**src/rtl/flag_unit_if.sv**
```systemverilog
// Execute-stage to flag-unit bundle: ALU result inputs and
// the flag register, forward, busy and write-mask outputs.
interface flag_unit_if #(
    parameter int WIDTH = 16
);
    logic             ex_valid;
    logic [3:0]       ex_opcode;
    logic [WIDTH-1:0] alu_result;
    logic             alu_ovf;
    logic             stall;
    logic             flush;
    logic [2:0]       flag_reg;
    logic [2:0]       flag_fwd;
    logic             flag_busy;
    logic [2:0]       flag_wr_mask;

    modport master (
        output ex_valid, ex_opcode, alu_result, alu_ovf, stall, flush,
        input  flag_reg, flag_fwd, flag_busy, flag_wr_mask
    );

    modport slave (
        input  ex_valid, ex_opcode, alu_result, alu_ovf, stall, flush,
        output flag_reg, flag_fwd, flag_busy, flag_wr_mask
    );
endinterface

```
**src/rtl/flag_unit.sv**
```systemverilog
// Condition-flag producer: masked {N, Z, V} register update with a
// same-cycle forwarded value and busy indication for decode hazards.
module flag_unit #(
    parameter int WIDTH = 16
) (
    input logic        clk,
    input logic        rst,
    flag_unit_if.slave bus
);
    logic [2:0] op_mask;
    logic [2:0] cand;
    logic [2:0] wr_mask;
    logic [2:0] next_flags;
    logic [2:0] flags;
    logic       wr;

    always_comb begin
        op_mask = 3'b000;
        case (bus.ex_opcode)
            4'b0000, 4'b0001:                   op_mask = 3'b111;
            4'b0010, 4'b0100, 4'b0101, 4'b0110: op_mask = 3'b010;
            default:                            op_mask = 3'b000;
        endcase
    end

    // Reset masks the write so the combinational outputs read as idle.
    assign wr      = bus.ex_valid & ~bus.stall & ~bus.flush & ~rst;
    assign wr_mask = wr ? op_mask : 3'b000;

    assign cand = {
        bus.alu_result[WIDTH-1],
        bus.alu_result == '0,
        bus.alu_ovf
    };

    always_comb begin
        next_flags = (wr_mask & cand) | (~wr_mask & flags);
        if (rst) begin
            next_flags = 3'b000;
        end
    end

    always_ff @(posedge clk) begin
        if (rst) begin
            flags <= 3'b000;
        end else begin
            flags <= next_flags;
        end
    end

    assign bus.flag_reg     = flags;
    assign bus.flag_fwd     = next_flags;
    assign bus.flag_busy    = |wr_mask;
    assign bus.flag_wr_mask = wr_mask;
endmodule

```
**src/flat_wrapper.sv**
```systemverilog
// flat-port wrapper written by rule: the top's interface ports become plain ports
module flag_unit_flat 
#(
    parameter int WIDTH = 16
)
  (clk, rst, bus_ex_valid, bus_ex_opcode, bus_alu_result, bus_alu_ovf, bus_stall, bus_flush, bus_flag_reg, bus_flag_fwd, bus_flag_busy, bus_flag_wr_mask);
  flag_unit_if #(.WIDTH(WIDTH)) bus_i ();
  input logic clk;
  input logic rst;
  input wire logic [$bits(bus_i.ex_valid)-1:0] bus_ex_valid;
  input wire logic [$bits(bus_i.ex_opcode)-1:0] bus_ex_opcode;
  input wire logic [$bits(bus_i.alu_result)-1:0] bus_alu_result;
  input wire logic [$bits(bus_i.alu_ovf)-1:0] bus_alu_ovf;
  input wire logic [$bits(bus_i.stall)-1:0] bus_stall;
  input wire logic [$bits(bus_i.flush)-1:0] bus_flush;
  output wire logic [$bits(bus_i.flag_reg)-1:0] bus_flag_reg;
  output wire logic [$bits(bus_i.flag_fwd)-1:0] bus_flag_fwd;
  output wire logic [$bits(bus_i.flag_busy)-1:0] bus_flag_busy;
  output wire logic [$bits(bus_i.flag_wr_mask)-1:0] bus_flag_wr_mask;
  assign bus_i.ex_valid = bus_ex_valid;
  assign bus_i.ex_opcode = bus_ex_opcode;
  assign bus_i.alu_result = bus_alu_result;
  assign bus_i.alu_ovf = bus_alu_ovf;
  assign bus_i.stall = bus_stall;
  assign bus_i.flush = bus_flush;
  assign bus_flag_reg = bus_i.flag_reg;
  assign bus_flag_fwd = bus_i.flag_fwd;
  assign bus_flag_busy = bus_i.flag_busy;
  assign bus_flag_wr_mask = bus_i.flag_wr_mask;
  flag_unit #(.WIDTH(WIDTH)) u_core (.clk(clk), .rst(rst), .bus(bus_i));
endmodule
```
**config.mk**
```make
export PLATFORM = sky130hd
export DESIGN_NAME = flag_unit_flat
export DESIGN_NICKNAME = d
export VERILOG_FILES = /design/src/rtl/flag_unit_if.sv /design/src/rtl/flag_unit.sv /design/src/flat_wrapper.sv
export SDC_FILE = /design/constraint.sdc
export NUM_CORES = 1
export LEC_CHECK = 0
export ABC_AREA = 1
export CORE_AREA = 8 8 45 47
export CTS_CLUSTER_SIZE = 25
export DETAILED_ROUTE_END_ITERATION = 7
export DIE_AREA = 0 0 53 55
export PLACE_DENSITY = 0.68
export SETUP_SLACK_MARGIN = 0.5
export SYNTH_ARGS = -nofsm -noshare
export SYNTH_HDL_FRONTEND = slang
export SYNTH_SLANG_ARGS = --single-unit
```
**constraint.sdc**
```tcl
create_clock -name clk -period 1.6 [get_ports clk]
set_input_delay 0.24 -clock clk [delete_from_list [all_inputs] [get_ports clk]]
set_output_delay 0.24 -clock clk [all_outputs]
set_load 0.01 [all_outputs]
```
==> run_results.csv, run 1 <==
group,metric,value,unit
run_status,status,"finished clean",
route,num_vias,427,
cells_and_area,n_antenna_cell,0,
route,final_antenna_net_count,0,
place,post-dp-hpwl,985,um
yosys,synth_cell_types,12,
cells_and_area,nNetsFinal,120,
worst_setup_path,crit_path_end_kind,"output pin",
yosys,synthTopCellsByArea,"nor2_1 (26%), dfxtp_1 (23%), nand2_2 (9.7%), nand2_1 (8.7%), inv_1 (7.3%)",
route,drc_errors,0,
yosys,yosys.area.top_type,"nor2_1",
global_routing,first_global_vias,450,
cts,clock_path_buffers,2,
global_routing,antenna_found_initial,0,
sta,max_freq,811,MHz
place,io_buffers,35,
yosys,yosysWarnings,0,
worst_hold_path,hold_class,"in2reg",
global_routing,grt_pass1_wl,1770,um
worst_setup_path,slowest_stage,"nor2_4",
place,gp_congestion,0.676,
floorplanning,fp-row-count,14,
floorplanning,die_h,55,um
worst_setup_path,cp_cell_sequence,"buf_6 -> inv_2 -> nand2_2 -> nor2_4 -> nand2_4 -> nand2_2 -> nand2_2 -> nor2_1 -> buf_2",
global_routing,track_usage,8.14,%
worst_setup_path,arrival,0.99,ns
route,wl,1110,um
worst_setup_path,crit_path_max_fanout,3,
sta,finalSetupViolations,0,
sta,timing.final.crit_share,77.1,%
cells_and_area,largest_reg_flops,3,
worst_setup_path,cp_top_family,"simple AND/OR/NAND/NOR gates",
pwr,power_density,408,nW/um2
global_routing,grt_overflow,0,
route,drt_iter0_drc,2,
worst_setup_path,slowest_delay,0.16,ns
floorplanning,die-width,53,um
yosys,synth_top_area_share,26.2,%
worst_setup_path,path_class,"in2out",
worst_setup_path,rrSetupSlack,0.76,ns
yosys,ys_seq_area_share,23.3,%
worst_setup_path,worstPathRequired,1.36,ns
cts,clock_latency,0.23,ns
cts,numClockSinks,3,
floorplanning,start_util,18.6,%
yosys,syn_area,258,um2
floorplanning,core-area,1380,um2
pwr,irDropWorstVdd,0.193,mV
yosys,postSynthAreaPerCell,5.73,um2
place,pre_cts_ws,-0.411,ns
route,routed_via_density,3.92,
sta,finalHoldViolCount,0,
sta,worstMarginPinSlew,0.169,ns
yosys,ys_ff_latch,3,
sta,fin_skew,0,ns
global_routing,grt_max_degree,5,
cells_and_area,syn_to_final_growth,191,%
sta,rsz0062_at_grt,"yes",
cts,clkTransAtPathRegs,0.04,ns
pwr,p_total,306,uW
cts,cts_root_buf,"clkbuf_4",
route,wl_per_cell,10.2,um
floorplanning,io_pins,36,
floorplanning,die_area,2920,um2
place,place_inst,102,
cts,cts_buffers,3,
cts,cts_tree,"done",
sta,maxSlewHeadroom,88.7,%
cts,htree_levels,1,
cells_and_area,drive_above_1_share,54.8,%
worst_setup_path,cp_common_cell,"nand2_2",
sta,slew_viol_final,0,
run,drv_cap,0,
cts,holdBufCountCts,0,
sta,period_needed,1.23,ns
cells_and_area,final_cells,109,
pwr,leakagePower,0.389,nW
worst_setup_path,crit_path_start_kind,"input pin",
sta,setup_ws,0.367,ns
route,dr.pass1.iters,2,
yosys,syn_inst,45,
worst_setup_path,worst-path-buf-inv,3,
yosys,synth_nets,71,
## path summary, 6_finish.rpt
check / startpoint / endpoint / depth (start not counted)
max: bus_stall / bus_flag_fwd[1] / 9
min: bus_ex_opcode[1] / u_core.bus.flag_reg[2] / 5
min reg2reg: u_core.bus.flag_reg[2] / u_core.bus.flag_reg[2] / 2
max reg2reg: u_core.bus.flag_reg[1] / u_core.bus.flag_reg[1] / 6
## cell families after synthesis
family | count (synthesis) | share of synthesized area (%)
AND/OR/NAND/NOR | 30 | 55.3
buffers and inverters | 8 | 13.6
AO/OA/AOI/OAI | 4 | 7.77
flip-flops | 3 | 23.3
## cell usage in the layout, fill, tap and decap left out, drive strengths merged
master         netlist  final
a21oi                2      2
o21ai                2      2
buf                  1     24
clkdlybuf4s15        0     17
nor2                19     19
clkinv               1      1
dfxtp                3      3
clkdlybuf4s50        0      1
dlygate4sd2          0      1
nand2               10     10
clkbuf               0      6
inv                  6      6
nor3                 1      1
## layer usage
metal | share of wire [%] | vias up | GRT usage (%)
met2 | 60 | 15 | 15.0
met1 | 32 | 183 | 7.59
met3 | 5.9 | 2 | 1.87
met5 | 0 | - | 0
met4 | 1.9 | 0 | 6.47
li1 | - | 227 | -
## area by class of cell
type	instances	area (um2)
multi-input combinational	34	203
tap	16	20.0
fill	143	634
clock buffer	4	26.3
inverter	7	31.3
timing repair buffer	45	409
sequential	3	60.1
## cells in the mapped netlist
| library cell | count |
|---|---|
| inv_2 | 1 |
| buf_4 | 1 |
| nor2_1 | 18 |
| clkinv_2 | 1 |
| nor3_4 | 1 |
| nand2_1 | 6 |
| inv_1 | 5 |
| o21ai_1 | 2 |
| nand2_2 | 4 |
| nor2_4 | 1 |
| a21oi_1 | 2 |
| dfxtp_1 | 3 |
## power by group
part	leakage [nW]	switching [mW]	internal, mW
clock network	0.0150	0.0427	0.0937
registers	0.0242	0.000406	0.0760
logic	0.349	0.0329	0.0600
## worst min-delay path: cells and delay by family
family / cells / cell delay [ns]
AOI/OAI and AO/OA: 1 / 0.06
buffers and inverters: 1 / 0.08
and+or+nand+nor: 3 / 0.20
## metrics by stage
stage	setup TNS [ns]	util, %	cell area (um2)	hold slack (ns)
global placement	-2.41	48.6	673	0.488
detailed placement	-2.59	48.6	673	0.487
floorplan	0	-	258	0.404
CTS	0	52.5	727	0.386
finish	0	54.2	749	0.370
global route	0	54.2	749	0.400
## what timing repair did
action                                  4_1_cts  5_1_grt
endpoints found under the setup margin       13        9
pin swaps                                    27       19
hold endpoints to repair                      0        0
setup buffers                                 2        1
gates resized for setup                     113       12
No activity file was read; power rests on OpenSTA's default activity.
==> run 2: changes to the inputs <==
- clock period: 1.6 -> 1.27 ns (I/O delays scaled with it)
==> run 2 against run 1 <==
Compared with the run above: clock power rose by 17%; sequential cell count did not move; via count rose by 9.6%; highest routed layer is now met3.
==> run_results.csv, run 2 (synthesized netlist as in run 1, its figures left out) <==
group,metric,value,unit
pwr,seqPwrFrac,23.8,%
global_routing,grt_max_degree,5,
global_routing,track_usage,9.51,%
sta,timing.hold.ws,0.394,ns
worst_setup_path,slowest_delay,0.16,ns
sta,max_freq,798,MHz
route,dr.pass1.iters,2,
pwr,p_sw_share,25.0,%
sta,finalSetupTns,0,ns
cts,numClockSinks,3,
global_routing,grt_overflow,0,
pwr,power_density,467,nW/um2
sta,finalHoldViolCount,0,
sta,worstMarginPinSlew,0.179,ns
floorplanning,die_area,2920,um2
sta,timing.final.crit_share,98.6,%
global_routing,grt_pass1_wl,2190,um
place,placed_area,724,um2
cts,holdBufCountCts,0,
pwr,combPwrFrac,37.0,%
worst_setup_path,crit_path_max_fanout,3,
cts,clock_latency,0.22,ns
cts,clkTransAtPathRegs,0.03,ns
pwr,leakagePower,0.450,nW
cells_and_area,largest_reg_flops,3,
floorplanning,die-width,53,um
worst_setup_path,cp_cell_sequence,"buf_6 -> buf_8 -> inv_16 -> nand2_4 -> nor2_4 -> nand2_4 -> o21ai_4 -> nor2_2 -> buf_2",
pwr,p_total,406,uW
cts,clock_path_buffers,2,
cells_and_area,drive_above_1_share,65.0,%
pwr,irDropWorstVdd,0.300,mV
global_routing,met2_usage,18.8,%
floorplanning,start_util,18.6,%
sta,slew_viol_final,0,
floorplanning,die_h,55,um
run_status,status,"finished clean",
cells_and_area,layout_common_cells,"dlygate4sd2_1 (18), buf_6 (13), buf_4 (10)",
global_routing,first_global_vias,562,
route,routed_via_density,4.03,
route,num_vias,468,
sta,finalSetupViolations,0,
worst_setup_path,path_class,"in2out",
global_routing,antenna_found_initial,0,
sta,setup_ws,0.0172,ns
sta,fin_skew,0,ns
global_routing,top_usage_layer,"met2",
place,post-dp-hpwl,998,um
sta,rsz0062_at_grt,"yes",
worst_setup_path,arrival,1.06,ns
cts,htree_levels,1,
cells_and_area,fin_area,870,um2
place,pre_cts_ws,-0.761,ns
place,io_buffers,35,
route,final_antenna_net_count,0,
cells_and_area,final_common_cell,"dlygate4sd2_1",
route,wl,1320,um
route,drc_errors,0,
cts,cts_root_buf,"clkbuf_4",
worst_hold_path,hold_class,"in2reg",
floorplanning,core-area,1380,um2
cts,cts_buffers,3,
pwr,p_sw,102,uW
global_routing,met1_usage,8.22,%
route,drt_iter0_drc,3,
worst_setup_path,cp_top_family,"buffers and inverters",
cts,cts_tree,"done",
floorplanning,fp-row-count,14,
pwr,p_int,304,uW
global_routing,use_met3,4.81,%
worst_setup_path,crit_path_end_kind,"output pin",
cells_and_area,nNetsFinal,127,
worst_setup_path,worstPathRequired,1.08,ns
worst_setup_path,crit_path_start_kind,"input pin",
route,wl_per_cell,11.4,um
worst_setup_path,cp_common_cell,"nand2_4",
cells_and_area,syn_to_final_growth,237,%
floorplanning,io_pins,36,
place,gp_congestion,0.666,
worst_setup_path,worst-path-buf-inv,4,
sta,period_needed,1.25,ns
cells_and_area,n_antenna_cell,0,
sta,maxSlewHeadroom,88.0,%
worst_setup_path,slowest_stage,"o21ai_4",
pwr,clkPwrFrac,39.2,%
run,drv_cap,0,
[run 2: changes by cell type in the layout (fill, tap and decap cells not counted), moves of 3 or more]
cell,previous run,this run
buf_4,6,10
nor2_1,14,8
nor2_4,1,5
clkdlybuf4s15_1,17,1
dlygate4sd2_1,1,18
inv_2,5,2
[run 2: path summary, 6_finish.rpt]
check / from / end / slack [ns] / cells after the start
max: rst / bus_flag_fwd[0] / 0.02 / 9
max reg2reg: u_core.bus.flag_reg[1] / u_core.bus.flag_reg[1] / 0.13 / 8
min: bus_ex_opcode[2] / u_core.bus.flag_reg[2] / 0.39 / 5
min reg2reg: u_core.bus.flag_reg[2] / u_core.bus.flag_reg[2] / 0.51 / 2
[run 2: stage by stage]
step,std cells,util [%]
after global routing,116,62.8
after floorplan,45,-
final,116,62.8
after global placement,101,52.4
after CTS,116,59.7
after detailed placement,101,52.4
[run 2: tightest hold or removal path, stage by stage]
cell and delay (ns):
buf_2 0.10, nor3_4 0.05, nand2_4 0.11, o21ai_4 0.06
nor2_1 0.07
[run 2: routing by layer]
layer  up-vias  wire length [um]
met5         -                 0
met4         0                 0
met3         0               158
met2        27               738
met1       198               427
li1        243                 -
[run 2: what timing repair did]
action | 4_1_cts | 5_1_grt
endpoints found under the setup margin | 13 | 13
buffers inserted | 11 | 0
pin swaps | 30 | 11
gates resized for setup | 102 | 12
[run 2: power groups by stage]
| stage | clock (mW) | sequential (mW) | combinational [mW] |
|---|---|---|---|
| floorplan | 0 | 0.0983 | 0.0364 |
| global placement | 0 | 0.0978 | 0.140 |
| detailed placement | 0 | 0.0978 | 0.142 |
| CTS | 0.164 | 0.0968 | 0.141 |
| global route | 0.179 | 0.0967 | 0.163 |
| finish | 0.159 | 0.0968 | 0.150 |
[run 2: area by class of cell]
type                            count  area, um2
Inverter                            7       52.6
Timing Repair Buffer               52        455
Fill cell                         136        514
Clock buffer                        4       26.3
Multi-Input combinational cell     34        253
Tap cell                           16       20.0
Sequential cell                     3       62.6
